File: config.mk
export PLATFORM = sky130hd
export DESIGN_NAME = uart_tx_arbiter_flat
export DESIGN_NICKNAME = d
export VERILOG_FILES = /design/src/rtl/uart_tx_arbiter_if.sv /design/src/rtl/uart_tx_arbiter.sv /design/src/flat_wrapper.sv
export SDC_FILE = /design/constraint.sdc
export NUM_CORES = 1
export LEC_CHECK = 0
export ABC_AREA = 1
export BUFFER_PORTS_ARGS = -buffer_cell sky130_fd_sc_hd__buf_4
export CAP_MARGIN = 10
export CORE_MARGIN = 4
export CORE_UTILIZATION = 40
export CTS_CLUSTER_SIZE = 40
export DETAILED_ROUTE_END_ITERATION = 7
export GPL_TIMING_DRIVEN = 0
export PLACE_DENSITY_LB_ADDON = 0.15
export SLEW_MARGIN = 20
export SYNTH_ARGS = -nofsm -noshare
export SYNTH_HDL_FRONTEND = slang
export SYNTH_SLANG_ARGS = --single-unit
File: constraint.sdc
create_clock -name CLK -period 2.2 [get_ports CLK]
set_clock_uncertainty 0.05 [all_clocks]
set_input_delay 0.44 -clock CLK [delete_from_list [all_inputs] [get_ports CLK]]
set_output_delay 0.44 -clock CLK [all_outputs]
set_load 0.01 [all_outputs]
File: src/rtl/uart_tx_arbiter_if.sv
// Requester-side and UART-side signals of the shared UART transmitter arbiter.
// The arbiter uses the slave modport; requesters plus the UART TX model the master side.
interface uart_tx_arbiter_if #(
    parameter int N = 4
);
    logic [N-1:0]   req_valid;
    logic [8*N-1:0] req_data;
    logic [N-1:0]   req_last;
    logic [N-1:0]   req_ready;
    logic           transmit;
    logic [7:0]     TX_DATA;
    logic           busy;
    logic [2:0]     grant_id;
    logic           active;
    logic           timeout_err;

    modport master (
        output req_valid, req_data, req_last, busy,
        input  req_ready, transmit, TX_DATA, grant_id, active, timeout_err
    );

    modport slave (
        input  req_valid, req_data, req_last, busy,
        output req_ready, transmit, TX_DATA, grant_id, active, timeout_err
    );
endinterface

File: src/rtl/uart_tx_arbiter.sv
// Round-robin sharing of one UART transmitter among N byte requesters, with an
// optional burst lock that keeps a multi-byte message from being interleaved.
module uart_tx_arbiter #(
    parameter int N             = 4,
    parameter int MAX_BURST     = 16,
    parameter int START_TIMEOUT = 8191
) (
    input  logic             CLK,
    input  logic             RST,
    uart_tx_arbiter_if.slave bus
);
    localparam int BW = (MAX_BURST > 1) ? $clog2(MAX_BURST) : 1;
    localparam int TW = $clog2(START_TIMEOUT + 1);

    typedef enum logic [1:0] {
        ST_IDLE       = 2'd0,
        ST_ISSUE      = 2'd1,
        ST_WAIT_START = 2'd2,
        ST_WAIT_DONE  = 2'd3
    } state_t;

    state_t        state_r, state_nx_s;
    logic [2:0]    ptr_r, grant_id_r, winner_s;
    logic          lock_r, lock_nx_s;
    logic [BW-1:0] burst_r, burst_nx_s, burst_eff_s;
    logic [TW-1:0] tcnt_r, tcnt_nx_s;
    logic [7:0]    tx_data_r;
    logic          transmit_r, active_r, timeout_r;
    logic          grant_s, timeout_s;
    logic [7:0]    valid_pad_s, last_pad_s, ready_pad_s;
    logic [63:0]   data_pad_s;
    logic [3:0]    cand_s;

    // Requester vectors widened to the 8-requester maximum so a 3-bit index is always in range
    assign valid_pad_s = 8'(bus.req_valid);
    assign last_pad_s  = 8'(bus.req_last);
    assign data_pad_s  = 64'(bus.req_data);

    // Next state, round-robin winner and burst-lock / start-timeout bookkeeping
    always_comb begin
        state_nx_s  = state_r;
        lock_nx_s   = lock_r;
        burst_nx_s  = burst_r;
        tcnt_nx_s   = tcnt_r;
        grant_s     = 1'b0;
        winner_s    = ptr_r;
        timeout_s   = 1'b0;
        burst_eff_s = burst_r;
        cand_s      = 4'd0;
        case (state_r)
            ST_IDLE: begin
                if (RST || bus.busy) begin
                    state_nx_s = ST_IDLE;
                end else begin
                    if (lock_r && valid_pad_s[ptr_r]) begin
                        grant_s  = 1'b1;
                        winner_s = ptr_r;
                    end else begin
                        lock_nx_s   = 1'b0;
                        burst_nx_s  = '0;
                        burst_eff_s = '0;
                        // Walk from farthest to nearest so the first valid requester after ptr_r wins
                        for (int k = N; k >= 1; k--) begin
                            cand_s   = {1'b0, ptr_r} + 4'(k);
                            cand_s   = (cand_s >= 4'(N)) ? (cand_s - 4'(N)) : cand_s;
                            grant_s  = grant_s | valid_pad_s[cand_s[2:0]];
                            winner_s = valid_pad_s[cand_s[2:0]] ? cand_s[2:0] : winner_s;
                        end
                    end
                    if (grant_s) begin
                        state_nx_s = ST_ISSUE;
                        if (!last_pad_s[winner_s] &&
                            ((32'(burst_eff_s) + 32'd1) < 32'(MAX_BURST))) begin
                            lock_nx_s  = 1'b1;
                            burst_nx_s = burst_eff_s + BW'(1);
                        end else begin
                            lock_nx_s  = 1'b0;
                            burst_nx_s = '0;
                        end
                    end else begin
                        state_nx_s = ST_IDLE;
                    end
                end
            end
            ST_ISSUE: begin
                state_nx_s = ST_WAIT_START;
                tcnt_nx_s  = '0;
            end
            ST_WAIT_START: begin
                if (bus.busy) begin
                    state_nx_s = ST_WAIT_DONE;
                end else if ((32'(tcnt_r) + 32'd1) >= 32'(START_TIMEOUT)) begin
                    state_nx_s = ST_IDLE;
                    timeout_s  = 1'b1;
                    lock_nx_s  = 1'b0;
                    burst_nx_s = '0;
                    tcnt_nx_s  = '0;
                end else begin
                    tcnt_nx_s = tcnt_r + TW'(1);
                end
            end
            ST_WAIT_DONE: begin
                if (!bus.busy) begin
                    state_nx_s = ST_IDLE;
                end else begin
                    state_nx_s = ST_WAIT_DONE;
                end
            end
            default: begin
                state_nx_s = ST_IDLE;
                lock_nx_s  = 1'b0;
                burst_nx_s = '0;
                tcnt_nx_s  = '0;
            end
        endcase
    end

    // One-hot acceptance strobe, combinational so the byte is taken in the cycle it is seen
    assign ready_pad_s   = grant_s ? (8'd1 << winner_s) : 8'd0;
    assign bus.req_ready = ready_pad_s[N-1:0];

    // State and registered outputs; RST aborts any byte in flight without re-issuing it
    always_ff @(posedge CLK) begin
        if (RST) begin
            state_r    <= ST_IDLE;
            ptr_r      <= 3'(N - 1);
            grant_id_r <= 3'd0;
            lock_r     <= 1'b0;
            burst_r    <= '0;
            tcnt_r     <= '0;
            tx_data_r  <= 8'd0;
            transmit_r <= 1'b0;
            active_r   <= 1'b0;
            timeout_r  <= 1'b0;
        end else begin
            state_r    <= state_nx_s;
            lock_r     <= lock_nx_s;
            burst_r    <= burst_nx_s;
            tcnt_r     <= tcnt_nx_s;
            transmit_r <= (state_nx_s == ST_ISSUE);
            active_r   <= (state_nx_s != ST_IDLE);
            timeout_r  <= timeout_s;
            if (grant_s) begin
                ptr_r      <= winner_s;
                grant_id_r <= winner_s;
                tx_data_r  <= data_pad_s[{winner_s, 3'b000} +: 8];
            end
        end
    end

    assign bus.transmit    = transmit_r;
    assign bus.TX_DATA     = tx_data_r;
    assign bus.grant_id    = grant_id_r;
    assign bus.active      = active_r;
    assign bus.timeout_err = timeout_r;
endmodule

File: src/flat_wrapper.sv
// flat-port wrapper written by rule: the top's interface ports become plain ports
module uart_tx_arbiter_flat 
#(
    parameter int N             = 4,
    parameter int MAX_BURST     = 16,
    parameter int START_TIMEOUT = 8191
)
  (CLK, RST, bus_req_valid, bus_req_data, bus_req_last, bus_busy, bus_req_ready, bus_transmit, bus_TX_DATA, bus_grant_id, bus_active, bus_timeout_err);
  uart_tx_arbiter_if #(.N(N)) bus_i ();
  input  logic CLK;
  input  logic RST;
  input wire logic [$bits(bus_i.req_valid)-1:0] bus_req_valid;
  input wire logic [$bits(bus_i.req_data)-1:0] bus_req_data;
  input wire logic [$bits(bus_i.req_last)-1:0] bus_req_last;
  input wire logic [$bits(bus_i.busy)-1:0] bus_busy;
  output wire logic [$bits(bus_i.req_ready)-1:0] bus_req_ready;
  output wire logic [$bits(bus_i.transmit)-1:0] bus_transmit;
  output wire logic [$bits(bus_i.TX_DATA)-1:0] bus_TX_DATA;
  output wire logic [$bits(bus_i.grant_id)-1:0] bus_grant_id;
  output wire logic [$bits(bus_i.active)-1:0] bus_active;
  output wire logic [$bits(bus_i.timeout_err)-1:0] bus_timeout_err;
  assign bus_i.req_valid = bus_req_valid;
  assign bus_i.req_data = bus_req_data;
  assign bus_i.req_last = bus_req_last;
  assign bus_i.busy = bus_busy;
  assign bus_req_ready = bus_i.req_ready;
  assign bus_transmit = bus_i.transmit;
  assign bus_TX_DATA = bus_i.TX_DATA;
  assign bus_grant_id = bus_i.grant_id;
  assign bus_active = bus_i.active;
  assign bus_timeout_err = bus_i.timeout_err;
  uart_tx_arbiter #(.N(N), .MAX_BURST(MAX_BURST), .START_TIMEOUT(START_TIMEOUT)) u_core (.CLK(CLK), .RST(RST), .bus(bus_i));
endmodule
# Word-level counts from Yosys, hierarchy flattened
# Cells that the tools add are included.
[word_totals]
input_bits = 43
elab_cells = 117
output_inout_bits = 18
reg_bits = 37
[classes]
n_addsub = 12
reduce_logical = 12
eq_ne = 8
n_bitwise = 4
n_mux = 57
order_cmp = 12
shifts = 2
[op_table]
columns = ["operator", "n"]
rows = [
  ["variable part select 64 x 7 -> 8 bit", 1],
  ["2-to-1 mux 3 bit", 13],
  ["2-to-1 mux 4 bit", 9],
  ["greater-or-equal comparator 32 x 13 -> 1 bit (second input constant)", 1],
  ["< comparator 32 x 5 -> 1 bit (second input constant)", 1],
  ["2-to-1 mux 13 bit", 2],
  ["one-hot mux 13 bit (2 select lines)", 1],
  ["< comparator 3 x 4 -> 1 bit (second input constant)", 6],
  ["2-to-1 mux 1 bit", 19],
  ["binary-select mux 1 bit (select 3 bit)", 6],
  ["greater-or-equal comparator 4 x 3 -> 1 bit (second input constant)", 4],
  ["adder 13 x 1 -> 14 bit (second input constant)", 1],
  ["adder 13 x 1 -> 13 bit (second input constant)", 1],
  ["subtractor 3 bit (second input constant)", 4],
  ["adder 3 x 2 -> 4 bit (second input constant)", 2],
  ["2-to-1 mux 2 bit", 4],
  ["one-hot mux 2 bit (4 select lines)", 1],
  ["one-hot mux 4 bit (2 select lines)", 1],
  ["nonzero test 2 bit", 3],
  ["adder 4 x 1 -> 5 bit (second input constant)", 1],
  ["AND reduction 5 bit", 1],
  ["adder 3 x 1 -> 4 bit (second input constant)", 1],
  ["adder 3 x 3 -> 4 bit (second input constant)", 1],
  ["adder 4 x 1 -> 4 bit (second input constant)", 1],
  ["16 further kinds", 22],
]

# Longest topological paths before layout
[depth]
word_depth = 20
mapped_depth = 19
depth_no_buf = 18

# Worst setup path before layout
# OpenSTA, ideal clock, no wires.
[synth_timing]
kind = "register to output"
start = "reg u_core.ptr_r[0]"
end = "out bus_req_ready[0]"
path_stages_with_launch = 13
required_ns = 1.710
setup_slack_ns = -0.317
t_arrival_ns = 2.027
n_path_buf = 2
cell_sequence = "dfxtp_1 > buf_6 > inv_8 > ha_1 > inv_1 > nand3_1 > nand3_1 > nand2_1 > nor3_1 > nor2_1 > inv_1 > buf_2 > nor3_1"
[synth_via]
elab_chain_len = 16
elab_cells_between_ends = 46
classes_between = "add/sub (8); order compare (4); shift (1); mux (29); bitwise (3); reduce/logical (1)"
[synth_lines]
columns = ["element", "line_no", "text"]
rows = [
  ["start: declaration", "uart_tx_arbiter.sv:23", "logic [2:0] ptr_r, grant_id_r, winner_s;"],
  ["start signal: assignment", "uart_tx_arbiter.sv:126", "ptr_r <= 3'(N - 1);"],
  ["start signal: assignment", "uart_tx_arbiter.sv:144", "ptr_r <= winner_s;"],
  ["adder 3 x 3 -> 4 bit", "uart_tx_arbiter.sv:64", "cand_s = {1'b0, ptr_r} + 4'(k);"],
  ["greater-or-equal comparator 4 x 3 -> 1 bit or subtractor 3 bit (tied branches)", "uart_tx_arbiter.sv:65", "cand_s = (cand_s >= 4'(N)) ? (cand_s - 4'(N)) : cand_s;"],
  ["2-to-1 mux 3 bit", "uart_tx_arbiter.sv:65", ""],
  ["binary-select mux 1 bit (select 3 bit)", "uart_tx_arbiter.sv:66, uart_tx_arbiter.sv:67", ""],
  ["2-to-1 mux 1 bit (implied by the code)", "uart_tx_arbiter.sv:66, uart_tx_arbiter.sv:67", ""],
  ["2-to-1 mux 3 bit (4 in a row)", "uart_tx_arbiter.sv:67", "winner_s = valid_pad_s[cand_s[2:0]] ? cand_s[2:0] : winner_s;"],
  ["2-to-1 mux 3 bit", "uart_tx_arbiter.sv:55", "if (lock_r && valid_pad_s[ptr_r]) begin"],
  ["2-to-1 mux 3 bit", "uart_tx_arbiter.sv:52", "if (RST || bus.busy) begin"],
  ["2-to-1 mux 3 bit", "uart_tx_arbiter.sv:50", "case (state_r)"],
  ["2-to-1 mux 3 bit", "uart_tx_arbiter.sv:52", ""],
  ["2-to-1 mux 3 bit", "uart_tx_arbiter.sv:50", ""],
  ["<< shifter 1 x 3 -> 4 bit", "uart_tx_arbiter.sv:119", "assign ready_pad_s = grant_s ? (8'd1 << winner_s) : 8'd0;"],
  ["2-to-1 mux 4 bit *", "uart_tx_arbiter.sv:119", ""],
  ["end: declaration", "flat_wrapper.sv:16", "output wire logic [$bits(bus_i.req_ready)-1:0] bus_req_ready;"],
]
# Mark *: on every way between the ends. The rest lies on a longest branch, timed or not. The select of a mux whose other input is x is not followed.

# Final worst setup path
[layout_timing]
start = "reg u_core.ptr_r[0]"
end = "out bus_req_ready[3]"
# Same word-level chain as after synthesis.

==> impl_metrics.json <==
{
  "pre_cts_slack_ns": -0.377,
  "clock_latency_ns": 0.29,
  "cp-start-kind": "flop",
  "drive_gt1_share_pct": 44.8,
  "drt_iter0_drc": 86,
  "placed_cell_area_mm2": 0.00293,
  "final_nets": 507,
  "grt_overflow": 0,
  "synth_top_area_share_pct": 30.7,
  "swShare_pct": 36.0,
  "drc": 0,
  "clk_path_buf_depth": 2,
  "h-tree-depth": 2,
  "place_congestion": 0.886,
  "leakage_nw": 1.68,
  "period_minus_slack_ns": 2.58,
  "layout_setup_ws_ns": -0.378,
  "grt_pass1_wl_um": 11400,
  "slowest_stage": "dfxtp_2",
  "max-cap-violations": 0,
  "tightest_slew_ns": 0.732,
  "finalSetupViolCount": 17,
  "hold_depth": 2,
  "clkTransAtPathRegs_ns": 0.07,
  "cpLargestDelayFamily": "simple AND/OR/NAND/NOR gates",
  "clock-root-buffer": "clkbuf_8",
  "cts.sinks": 36,
  "worstPathArrival_ns": 2.09,
  "path_class": "reg2out",
  "p_comb_share_pct": 45.5,
  "yosys_most_used_dff": "dfxtp_1",
  "slowest_delay_ns": 0.35,
  "stdcell_area_mm2": 0.00371,
  "grt_antenna_before_repair": 0,
  "slew_viol_final": 0,
  "power_density_mw_per_mm2": 672,
  "slew_headroom_pct": 51.2,
  "drt-wirelength-per-cell_um": 13.4,
  "outcome": "finished, violations left",
  "async_flop_share_pct": 0,
  "synth_edf_count": 0,
  "synth_most_common_cell": "nand2_1",
  "die_area_mm2": 0.00717,
  "finalHoldViolCount": 0,
  "finalWirelength_um": 7120,
  "p_switching_uw": 897,
  "peakVddDrop_uv": 408,
  "dp_hpwl_um": 4660,
  "synthTopCellsByCount": "nand2_1, nand3_1, dfxtp_1",
  "p_seq_share_pct": 28.9,
  "ctsHoldBuffers": 0,
  "hp-class": "in2reg",
  "synth_area_leaders": "dfxtp_1, nand2_1, nand3_1",
  "min_period_over_period_pct": 117,
  "antenna_left": 0,
  "drt-pass1-iter-count": 4,
  "power_mw": 2.49,
  "via_per_inst": 5.00,
  "ys_seq_elements": 36,
  "start_util_pct": 41.9,
  "nFillCells": 485,
  "ys_types": 35,
  "critPathBufInv": 5,
  "synth_top_area_cell": "dfxtp_1",
  "p_int_mw": 1.59,
  "fp.dieW_um": 84.7,
  "core_area_mm2": 0.00561,
  "synth_nets": 406,
  "synthesis.area_mm2": 0.00235,
  "via_count": 2658,
  "grt_setup_unrepaired": "true",
  "grt_max_degree": 17,
  "violations": "negative setup slack",
  "yosysWarnings": 0,
  "syn_avg_cell_area_um2": 6.57,
  "cts-buffers-inserted": 5,
  "path_cells": "buf_8 > inv_8 > ha_4 > nand3_4 > nand2_4 > nor2_4 > buf_4 > nor3_4 > nor2_4 > buf_6 > nand2_4 > nor2_2 > buf_4",
  "clkPwrFrac_pct": 25.6,
  "track_usage_pct": 19.4,
  "critPathRequiredTime_ns": 1.71,
  "cts_tree": "yes",
  "max_freq_ghz": 0.388,
  "fp.dieH_um": 84.7,
  "yosysSeqAreaShare_pct": 30.7,
  "first_global_vias": 2510,
  "pin_count": 61,
  "row_count": 27,
  "end_kind": "output pin",
  "r2r_cells": 20,
  "syn_inst": 358,
  "io_buffers": 59,
  "area_delta_synth_final_pct": 57.7,
  "crit_cells": 13,
  "cp_max_fo": 5,
  "n_antenna_cell": 0
}
## state kept, by name (all words and copies together), names as in the netlist
| name | count |
|---|---|
| u_core.burst_r | 4 |
| u_core.ptr_r | 2 |
| u_core.bus.timeout_err | 1 |
| u_core.bus.active | 1 |
| u_core.tcnt_r | 13 |
| u_core.lock_r | 1 |
| u_core.bus.TX_DATA | 8 |
| u_core.bus.transmit | 1 |
| u_core.state_r | 2 |
| u_core.bus.grant_id | 3 |
## repair_timing
item,in CTS,in global routing
buffers inserted,23,14
hold endpoints to repair,0,0
cloned,2,1
pin swaps,37,26
gates resized for setup,68,34
setup endpoints to repair,21,32
## power groups by stage
stage               combinational (mW)  clock [mW]  sequential (mW)
floorplan                        0.514           0            0.739
global placement                 0.732           0            0.730
detailed placement               0.735           0            0.730
CTS                              0.994       0.658            0.718
global route                      1.23       0.684            0.725
finish                            1.13       0.638            0.720
## cell families (layout without fill, tap and decap cells)
| logic type | after synthesis | in the layout | share of synthesized area, % |
|---|---|---|---|
| DFF | 36 | 36 | 30.7 |
| xor gates and xnor gates | 8 | 8 | 2.98 |
| buffers and inverters | 49 | 151 | 9.69 |
| adders and majority gates | 5 | 5 | 2.66 |
| and+or+nand+nor | 221 | 221 | 45.1 |
| AOI/OAI and AO/OA | 39 | 39 | 8.89 |
## layer usage
layer	track usage [%]	share of wire, %	up-vias
li1	-	-	1368
met1	24.1	42	1216
met2	32.2	49	62
met3	6.58	6.7	12
met4	4.75	1.5	0
met5	0	0	-
## worst reg2reg max path, cell delays in order, from the launching register on
cell and delay [ns]:
dfxtp_2 0.35, buf_8 0.12, inv_8 0.04, ha_4 0.31
nand3_4 0.10, nand2_4 0.09, nor2_4 0.05, nand2_2 0.07
nand2_4 0.07, nand2_4 0.07, nand2_4 0.07, nand2_8 0.11
nand2_8 0.07, buf_4 0.14, buf_6 0.11, buf_6 0.12
buf_6 0.13, nand3_2 0.06, nand3_2 0.09, nand3_2 0.07
a21oi_1 0.05
## cells in the final DEF (no fill, tap or decap), types with 3 or more instances in the layout
cell type and count:
nand2_1 89, buf_4 87, nand3_1 32, nand3_2 32, dfxtp_1 31, inv_1 28, a21oi_1 24, nor2_1 16
nand2_2 16, buf_6 11, nand2_4 9, clkbuf_8 7, clkbuf_1 6, nor2_4 6, xor2_1 6, inv_2 5
nand3_4 5, a21oi_2 5, dfxtp_2 5, ha_1 4, nor2_2 3, nand2_8 3, o21ai_0 3
## cell type report
cell class	count	area (µm²)	share of cell area (%)
Buffer	11	78.8	2.13
Tap cell	72	90.1	2.43
Clock buffer	7	96.3	2.60
Inverter	36	150	4.05
Sequential cell	36	727	19.6
Clock inverter	1	30.0	0.810
Timing Repair Buffer	96	761	20.5
Multi-Input combinational cell	273	1780	47.9
## stage by stage
| stage | instances | hold slack [ns] | util [%] | setup TNS (ns) |
|---|---|---|---|---|
| floorplan | 358 | 0.407 | - | -0.0933 |
| CTS | 520 | 0.295 | 62.4 | -4.23 |
| global route | 532 | 0.303 | 66.1 | -6.54 |
| detailed placement | 489 | 0.404 | 52.3 | -2.00 |
| finish | 532 | 0.302 | 66.1 | -4.56 |
| global placement | 489 | 0.403 | 52.3 | -1.82 |
## final timing paths
| kind | slack [ns] | from | end |
|---|---|---|---|
| worst max-delay path | -0.38 | u_core.ptr_r[0] | bus_req_ready[3] |
| worst min-delay path | 0.30 | bus_busy | u_core.bus.timeout_err |
| worst max register to register | -0.28 | u_core.ptr_r[0] | u_core.bus.TX_DATA[0] |
| worst min register to register | 0.41 | u_core.bus.TX_DATA[3] | u_core.bus.TX_DATA[3] |
Note: power is estimated with default switching activity, not from simulation.
